==> src/rtl/conv_pkg.sv <==
`default_nettype none
// ============================================================================
// Module      : conv_pkg
// Description : Shared constants and types for the rate-1/2, K=3
//               convolutional encoder and its companion parity block.
// Revision    : 1.0 - initial release
// ============================================================================
package conv_pkg;

    // Constraint length: current bit plus two bits of history.
    localparam int c_k     = 3;

    // One code symbol carries two parity bits.
    localparam int c_sym_w = 2;

    // Default generators, bit order {current, prev1, prev2}.
    localparam logic [c_k-1:0] c_g0_default = 3'b111;
    localparam logic [c_k-1:0] c_g1_default = 3'b101;

    // Encoder control state, explicitly two bits wide.
    typedef logic [1:0] conv_state_t;

    localparam conv_state_t c_st_idle   = 2'd0;
    localparam conv_state_t c_st_encode = 2'd1;
    localparam conv_state_t c_st_flush  = 2'd2;

endpackage : conv_pkg
`default_nettype wire

==> src/rtl/conv_parity.sv <==
`default_nettype none
// ============================================================================
// Module      : conv_parity
// Description : Combinational K=3 window to 2-bit code symbol. The window
//               is {current, prev1, prev2}; the symbol is
//               {parity(window & G0), parity(window & G1)}. Also used by the
//               decoder's test model to generate expected branch labels.
// Revision    : 1.0 - initial release
// ============================================================================
module conv_parity
    import conv_pkg::*;
#(
    parameter logic [c_k-1:0] G0 = c_g0_default,
    parameter logic [c_k-1:0] G1 = c_g1_default
) (
    input  logic [c_k-1:0]     i_window,
    output logic [c_sym_w-1:0] o_sym
);

    // Each symbol bit is the XOR of the window bits selected by its generator.
    always_comb begin
        o_sym = {^(i_window & G0), ^(i_window & G1)};
    end

endmodule : conv_parity
`default_nettype wire

==> src/rtl/conv_encoder.sv <==
`default_nettype none
// ============================================================================
// Module      : conv_encoder
// Description : Rate-1/2, constraint-length-3 convolutional encoder. Accepts
//               a frame of FRAME_LEN serial bits over a valid/ready handshake
//               and emits one 2-bit code symbol per bit on a registered,
//               back-pressurable output. A symbol for a bit accepted in
//               cycle N is presented in cycle N+1.
//               Build option CONV_ENC_TAIL_EN: when defined, two zero-input
//               tail symbols terminate the trellis after every frame (frame
//               length FRAME_LEN+2, ending in state 00). When undefined the
//               frame is FRAME_LEN symbols and the trellis is unterminated.
// Revision    : 1.0 - initial release
// ============================================================================
module conv_encoder
    import conv_pkg::*;
#(
    parameter int              FRAME_LEN = 16,
    parameter logic [c_k-1:0]  G0        = c_g0_default,
    parameter logic [c_k-1:0]  G1        = c_g1_default
) (
    input  logic                clk,
    input  logic                rst,        // asynchronous, active-low
    input  logic                en_encode,
    input  logic                i_data,
    input  logic                i_valid,
    output logic                o_ready,
    output logic [c_sym_w-1:0]  o_Tx,
    output logic                o_valid,
    input  logic                i_ready,
    output logic                o_last,
    output logic                o_busy
);

    // Counter is wide enough to hold FRAME_LEN itself so it never wraps.
    localparam int                 c_cnt_w    = $clog2(FRAME_LEN + 1);
    localparam logic [c_cnt_w-1:0] c_last_idx = c_cnt_w'(FRAME_LEN - 1);
    localparam logic [c_cnt_w-1:0] c_cnt_one  = c_cnt_w'(1);

    // ------------------------------------------------------------------------
    // State
    // ------------------------------------------------------------------------
    conv_state_t          r_state;
    conv_state_t          w_state_nxt;
    logic [1:0]           r_sr;          // {prev1, prev2}
    logic [1:0]           w_sr_nxt;
    logic [c_cnt_w-1:0]   r_cnt;
    logic [c_cnt_w-1:0]   w_cnt_nxt;

`ifdef CONV_ENC_TAIL_EN
    // Which of the two tail symbols is generated next.
    logic                 r_tail_idx;
    logic                 w_tail_idx_nxt;
`endif

    // Output register.
    logic [c_sym_w-1:0]   r_tx;
    logic                 r_valid;
    logic                 r_last;

    // ------------------------------------------------------------------------
    // Datapath control
    // ------------------------------------------------------------------------
    logic                 w_out_free;    // output register may take a symbol
    logic                 w_accept;      // input bit consumed this cycle
    logic                 w_tail_gen;    // tail symbol generated this cycle
    logic                 w_load;
    logic                 w_last_sym;
    logic                 w_bit;
    logic [c_k-1:0]       w_window;
    logic [c_sym_w-1:0]   w_sym;

    assign w_out_free = !r_valid || i_ready;
    assign w_accept   = (r_state == c_st_encode) && i_valid && w_out_free;

`ifdef CONV_ENC_TAIL_EN
    assign w_tail_gen = (r_state == c_st_flush) && w_out_free;
    assign w_last_sym = w_tail_gen && r_tail_idx;
`else
    assign w_tail_gen = 1'b0;
    assign w_last_sym = w_accept && (r_cnt == c_last_idx);
`endif

    assign w_load   = w_accept || w_tail_gen;

    // Tail symbols encode a forced zero input.
    assign w_bit    = (r_state == c_st_encode) ? i_data : 1'b0;
    assign w_window = {w_bit, r_sr};

    conv_parity #(
        .G0 (G0),
        .G1 (G1)
    ) u_parity (
        .i_window (w_window),
        .o_sym    (w_sym)
    );

    // ------------------------------------------------------------------------
    // FSM
    // ------------------------------------------------------------------------

    // Control state register: frame state, shift history and bit counter.
    always_ff @(posedge clk or negedge rst) begin
        if (!rst) begin
            r_state    <= c_st_idle;
            r_sr       <= 2'b00;
            r_cnt      <= '0;
`ifdef CONV_ENC_TAIL_EN
            r_tail_idx <= 1'b0;
`endif
        end else begin
            r_state    <= w_state_nxt;
            r_sr       <= w_sr_nxt;
            r_cnt      <= w_cnt_nxt;
`ifdef CONV_ENC_TAIL_EN
            r_tail_idx <= w_tail_idx_nxt;
`endif
        end
    end

    // Next-state logic: frame start, per-bit shift/count and tail sequencing.
    always_comb begin
        w_state_nxt    = r_state;
        w_sr_nxt       = r_sr;
        w_cnt_nxt      = r_cnt;
`ifdef CONV_ENC_TAIL_EN
        w_tail_idx_nxt = r_tail_idx;
`endif
        case (r_state)
            c_st_idle: begin
                // en_encode only matters here; every frame starts from state 00.
                if (en_encode) begin
                    w_state_nxt = c_st_encode;
                    w_sr_nxt    = 2'b00;
                    w_cnt_nxt   = '0;
                end
            end
            c_st_encode: begin
                if (w_accept) begin
                    w_sr_nxt  = {i_data, r_sr[1]};
                    w_cnt_nxt = r_cnt + c_cnt_one;
                    if (r_cnt == c_last_idx) begin
`ifdef CONV_ENC_TAIL_EN
                        w_state_nxt    = c_st_flush;
                        w_tail_idx_nxt = 1'b0;
`else
                        w_state_nxt    = c_st_idle;
`endif
                    end
                end
            end
`ifdef CONV_ENC_TAIL_EN
            c_st_flush: begin
                // Two zero inputs push the history back to state 00.
                if (w_tail_gen) begin
                    w_sr_nxt       = {1'b0, r_sr[1]};
                    w_tail_idx_nxt = 1'b1;
                    if (r_tail_idx) begin
                        w_state_nxt = c_st_idle;
                    end
                end
            end
`endif
            default: begin
                w_state_nxt = c_st_idle;
            end
        endcase
    end

    // ------------------------------------------------------------------------
    // Output register
    // ------------------------------------------------------------------------

    // Load on a new symbol; otherwise drain on handshake, hold while stalled.
    always_ff @(posedge clk or negedge rst) begin
        if (!rst) begin
            r_tx    <= '0;
            r_valid <= 1'b0;
            r_last  <= 1'b0;
        end else if (w_load) begin
            r_tx    <= w_sym;
            r_valid <= 1'b1;
            r_last  <= w_last_sym;
        end else if (i_ready) begin
            r_valid <= 1'b0;
            r_last  <= 1'b0;
        end
    end

    assign o_Tx    = r_tx;
    assign o_valid = r_valid;
    assign o_last  = r_last;
    assign o_ready = (r_state == c_st_encode) && w_out_free;
    assign o_busy  = (r_state != c_st_idle) || r_valid;

endmodule : conv_encoder
`default_nettype wire

==> config.mk <==
export PLATFORM = sky130hd
export DESIGN_NAME = conv_encoder
export DESIGN_NICKNAME = d
export VERILOG_FILES = /design/src/rtl/conv_pkg.sv /design/src/rtl/conv_parity.sv /design/src/rtl/conv_encoder.sv
export SDC_FILE = /design/constraint.sdc
export NUM_CORES = 1
export LEC_CHECK = 0
export CAP_MARGIN = 0
export CORE_AREA = 2 2 41 43
export DETAILED_ROUTE_END_ITERATION = 12
export DIE_AREA = 0 0 43 45
export PLACE_DENSITY = 0.77
export SKIP_CTS_REPAIR_TIMING = 1
export SLEW_MARGIN = 5
export SYNTH_ARGS = -nofsm -noshare
export SYNTH_HDL_FRONTEND = slang
export SYNTH_SLANG_ARGS = --single-unit
==> constraint.sdc <==
create_clock -name clk -period 1.5 [get_ports clk]
set_clock_uncertainty 0.1 [all_clocks]
set_input_delay 0.225 -clock clk [delete_from_list [all_inputs] [get_ports clk]]
set_output_delay 0.225 -clock clk [all_outputs]
set_load 0.1 [all_outputs]
# Yosys cells after proc, flatten, opt, wreduce, memory -nomap -nowiden
# Index checks and enable logic that the tools add are counted.
[op_classes]
addsub = 1
eq_ne = 5
mux = 14
n_reduce_logical = 15
[op_table]
columns = ["operator", "count"]
rows = [
  ["$mux 2", 5],
  ["$mux 5", 2],
  ["$pmux 5 s2", 1],
  ["$pmux 2 s2", 2],
  ["$reduce_and 3->1", 2],
  ["$reduce_bool 2->1", 3],
  ["$reduce_xor 3->1", 2],
  ["$add 5x1->5 const B", 1],
  ["$eq 5x4->1 const B", 1],
  ["$logic_and 1x1->1", 4],
  ["$mux 1", 4],
  ["$ne 2x2->1 const B", 2],
  ["$eq 2x1->1 const B", 1],
  ["$logic_not 2->1", 1],
  ["$logic_or 1x1->1", 2],
  ["$ne 2x1->1 const B", 1],
  ["$logic_not 1->1", 1],
]
[word_totals]
ff_bits = 13
input_bits = 6
out_inout_bits = 6
elab_cells = 41

# Depth between registers and ports, before layout
[logic_depth]
depth_word = 5
ltp_mapped = 5
depth_no_buf = 5

# Modules after synthesis
# A second synthesis with hierarchy kept.
[unflattened]
cells_unflattened = 58
hier_area_um2 = 628.1
[modules_own_cells]
columns = ["module", "instances", "cells_each", "area_per_inst_um2", "seq_area_each_um2"]
rows = [
  ["conv_encoder", 1, 56, 595.6, 300.3],
  ["conv_parity", 1, 2, 32.5, 0.0],
]

# Worst setup path after synthesis
# No wires, ideal clock.
[synth_path]
kind = "register to output"
startpoint = "reg r_valid, in the netlist o_valid"
endpoint = "out o_ready"
t_arrival_ps = 1838
required_time_ps = 1175
path_slack_ps = -663
stages_incl_launch_ff = 3
n_path_buf = 0
cell_sequence = "dfrtp_1 -> nand2b_1 -> and2_1"
[synth_between]
elab_chain_len = 3
[synth_rtl]
columns = ["element", "line_no", "text"]
rows = [
  ["from (decl)", "conv_encoder.sv:58", "logic r_valid;"],
  ["from (signal assigned)", "conv_encoder.sv:178", "r_valid <= 1'b0;"],
  ["from (signal assigned)", "conv_encoder.sv:182", "r_valid <= 1'b1;"],
  ["from (signal assigned)", "conv_encoder.sv:185", "r_valid <= 1'b0;"],
  ["$logic_not 1->1", "conv_encoder.sv:73", "assign w_out_free = !r_valid || i_ready;"],
  ["$logic_or 1x1->1", "conv_encoder.sv:73", ""],
  ["$logic_and 1x1->1", "conv_encoder.sv:193", "assign o_ready = (r_state == c_st_encode) && w_out_free;"],
  ["to (decl)", "conv_encoder.sv:27", "output logic o_ready,"],
]
# No other way between the ends.

# Worst setup path in the final report
[layout_path]
startpoint = "reg r_valid, in the netlist o_valid"
endpoint = "reg r_cnt[2]"
[layout_between]
elab_chain_len = 5
[layout_rtl]
columns = ["element", "line_no", "text"]
rows = [
  ["$logic_not 1->1", "conv_encoder.sv:73", ""],
  ["$logic_or 1x1->1", "conv_encoder.sv:73", ""],
  ["$logic_and 1x1->1", "conv_encoder.sv:74", "assign w_accept = (r_state == c_st_encode) && i_valid && w_out_free;"],
  ["$ne 2x2->1 (no line)", "--", ""],
  ["$reduce_and 3->1 (no line)", "--", ""],
  ["to (signal assigned)", "conv_encoder.sv:114", "r_cnt <= w_cnt_nxt;"],
  ["to (decl)", "conv_encoder.sv:47", "logic [c_cnt_w-1:0] r_cnt;"],
]
# No other way between the ends.
# A chain may end at the register's enable or synchronous reset.

==> metrics <==
status finished with violations; failing checks setup timing; leak pwr 0.428 nW; Reg area 305 sq um; Detail Placement HPWL 987 um; setup TNS -56.9 ps; n_diodes 0; vias post-DR 493; htree depth 1; CTS max path bufs 2; total global routing overflow 0; layout net count 89; GRT Total Usage 17.0%; Worst R2R Path Depth 4; Wirelength per Cell 13.6 um; core footprint 1470 sq um; CP Max Fanout 5; Reg clk slew, reported paths 80 ps; CP startpoint kind flip-flop; Fmax 646 MHz; Rel. slew slack 79.8%; max-cap viol count 0; DR vias/cell 5.14; layout cells sized above 1 38.8%; Crit. End Element flip-flop; reg-to-reg critical path startpoint o_valid$_DFFE_PN0P_; post-synthesis cell count 57; RSZ-0062 raised after global routing yes; final antenna-violating net count 0; worst setup margin -48.5 ps; Initial Util 40.6%; Avg Cell Area, Syn 10.5 sq um; Clock Latency Late Sink 270 ps; syn nets 65; final worst-path cycle share 103%; drt drc 0; HP Class input port to async pin; drt initial violations 9; # rows 14; worst r2r dst r_cnt[2]$_DFFE_PN0P_; Tightest Pin Transition 303 ps; post-route minimum period 1550 ps; area of the multi-input gates 324 sq um; final setup vio count 2; peak supply drop 0.000958 V; number of global-route vias before repair 504; Area Overhead vs Synth 56.4%; Reg2Reg Setup Slack -50 ps; routed wire length 1310 um; I/O Pins 12; synth unique cells 21; Post-Syn Area 597 sq um; Ys Warns 0; Post-Place Cells 91; Initial DRT Pass Iterations 4; Final Max Slew Viols 0; crit path DAT 1660 ps; Total Die Area 1940 sq um; FF+latch count, synth 12; fin cells 96; Setup Crit Path Kind flip-flop to flip-flop; largest net degree at the start of global routing 13; sequential share of the synthesized area 50.3%; Final Hold Fails 0; fill count 118; CTS tree built; first-pass GRT wire length 2320 um; initial antenna violation count 0; PwrDens 2210 nW/um^2; Die Span Y 45 um; Setup WS pre-CTS -167 ps; clock root buffer clkbuf_4; routability cong. 0.787; PortBufs 11; CTS Buf Count 3; clock sink count 12; WP data required 1610 ps; die width 43 um
[flip-flops by register name, summed over array words and instances (netlist names)]
register	cells
r_cnt	5
r_state	1
o_last	1
o_Tx	2
o_valid	1
r_sr	2
[cells by family after synthesis]
| logic type | share of synthesized area [%] |
|---|---|
| and+or+nand+nor | 22.6 |
| DFF | 50.3 |
| AOI/OAI and AO/OA | 10.9 |
| muxes | 5.24 |
| xor gates and xnor gates | 5.45 |
| buffers and inverters | 1.26 |
| adders and majority gates | 4.19 |
[worst max path at each step]
stage	start	to	slack, ps
detailed placement	i_valid	r_cnt[3]$_DFFE_PN0P_	-170
floorplan	o_valid$_DFFE_PN0P_	o_Tx[0]$_DFFE_PN0P_	-80
global placement	i_valid	r_cnt[3]$_DFFE_PN0P_	-130
global route	o_valid$_DFFE_PN0P_	r_cnt[2]$_DFFE_PN0P_	-80
finish	o_valid$_DFFE_PN0P_	r_cnt[2]$_DFFE_PN0P_	-50
CTS	r_state[0]$_DFFE_PN0P_	o_busy	-110
[final cells by class]
| class | instances | share of cell area (%) |
|---|---|---|
| Inverter | 2 | 0.804 |
| Tap cell | 16 | 2.14 |
| Multi-Input combinational cell | 43 | 34.7 |
| Timing Repair Buffer | 19 | 25.7 |
| Clock buffer | 4 | 3.89 |
| Sequential cell | 12 | 32.7 |
[per-stage QoR]
step,instance area [sq um],util [%],hold slack [ps],power (mW)
2_1_floorplan,611,-,-171,1.31
3_3_place_gp,853,58.0,397,1.72
3_5_place_dp,853,58.0,426,1.74
4_1_cts,890,60.5,141,2.01
5_1_grt,933,63.4,148,2.19
6_report,933,63.4,138,2.06
[layout by cell type, fill, tap and decap left out]
| cell | count |
|---|---|
| or4_4 | 2 |
| and3_1 | 1 |
| ha_1 | 2 |
| dfrtp_1 | 10 |
| buf_4 | 6 |
| or2_4 | 1 |
| clkbuf_8 | 1 |
| and2_4 | 1 |
| nor2b_4 | 1 |
| xnor2_1 | 1 |
| inv_1 | 2 |
| nand2_2 | 1 |
| nand2b_4 | 1 |
| nand2_1 | 7 |
| nand3_1 | 5 |
| clkdlybuf4s50_1 | 4 |
| xor3_1 | 1 |
| o21ai_0 | 5 |
| buf_6 | 2 |
| dfrtp_4 | 1 |
| nor2_2 | 1 |
| dfrtp_2 | 1 |
| mux2i_1 | 2 |
| mux2_2 | 1 |
| clkbuf_4 | 3 |
| nor2b_1 | 1 |
| buf_12 | 6 |
| nand2b_1 | 2 |
| o31ai_1 | 3 |
| a21oi_2 | 2 |
| and2_1 | 1 |
| dlymetal6s2s_1 | 1 |
| a21o_1 | 1 |
[synth_stat cells]
cell	n	area (sq um)
a21oi_1	2	10.0
mux2i_1	2	20.0
nand2b_1	3	18.8
o31ai_1	3	22.5
xnor2_1	1	8.76
dfrtp_1	12	300
mux2_2	1	11.3
nand2_2	1	6.26
or4_1	2	15.0
nand3_1	5	25.0
nand2_1	7	26.3
inv_1	2	7.51
xor3_1	1	23.8
a21o_1	1	7.51
and3_1	1	6.26
nor2_2	1	6.26
nor2b_1	2	12.5
or2_2	1	6.26
and2_1	2	12.5
o21ai_0	5	25.0
ha_1	2	25.0
[routing by layer]
layer,vias up,share of wire (%),global-route usage [%]
met5,-,0,0
met4,0,0.77,9.09
met3,2,2.6,4.80
met2,9,51,28.2
met1,237,46,20.2
li1,245,-,-
[report_power, final]
part / leakage [nW] / switching (mW) / internal (mW) / total (mW)
Sequential: 0.146 / 0.145 / 0.461 / 0.606
Combinational: 0.261 / 0.671 / 0.529 / 1.20
Clock: 0.0210 / 0.110 / 0.147 / 0.258
[worst max-delay path: stages, from the launching register on]
cell     delay [ps]
dfrtp_4         510
buf_6           130
nor2b_4         130
or4_4           480
a21oi_2         140
(Power assumes the default switching activity.)
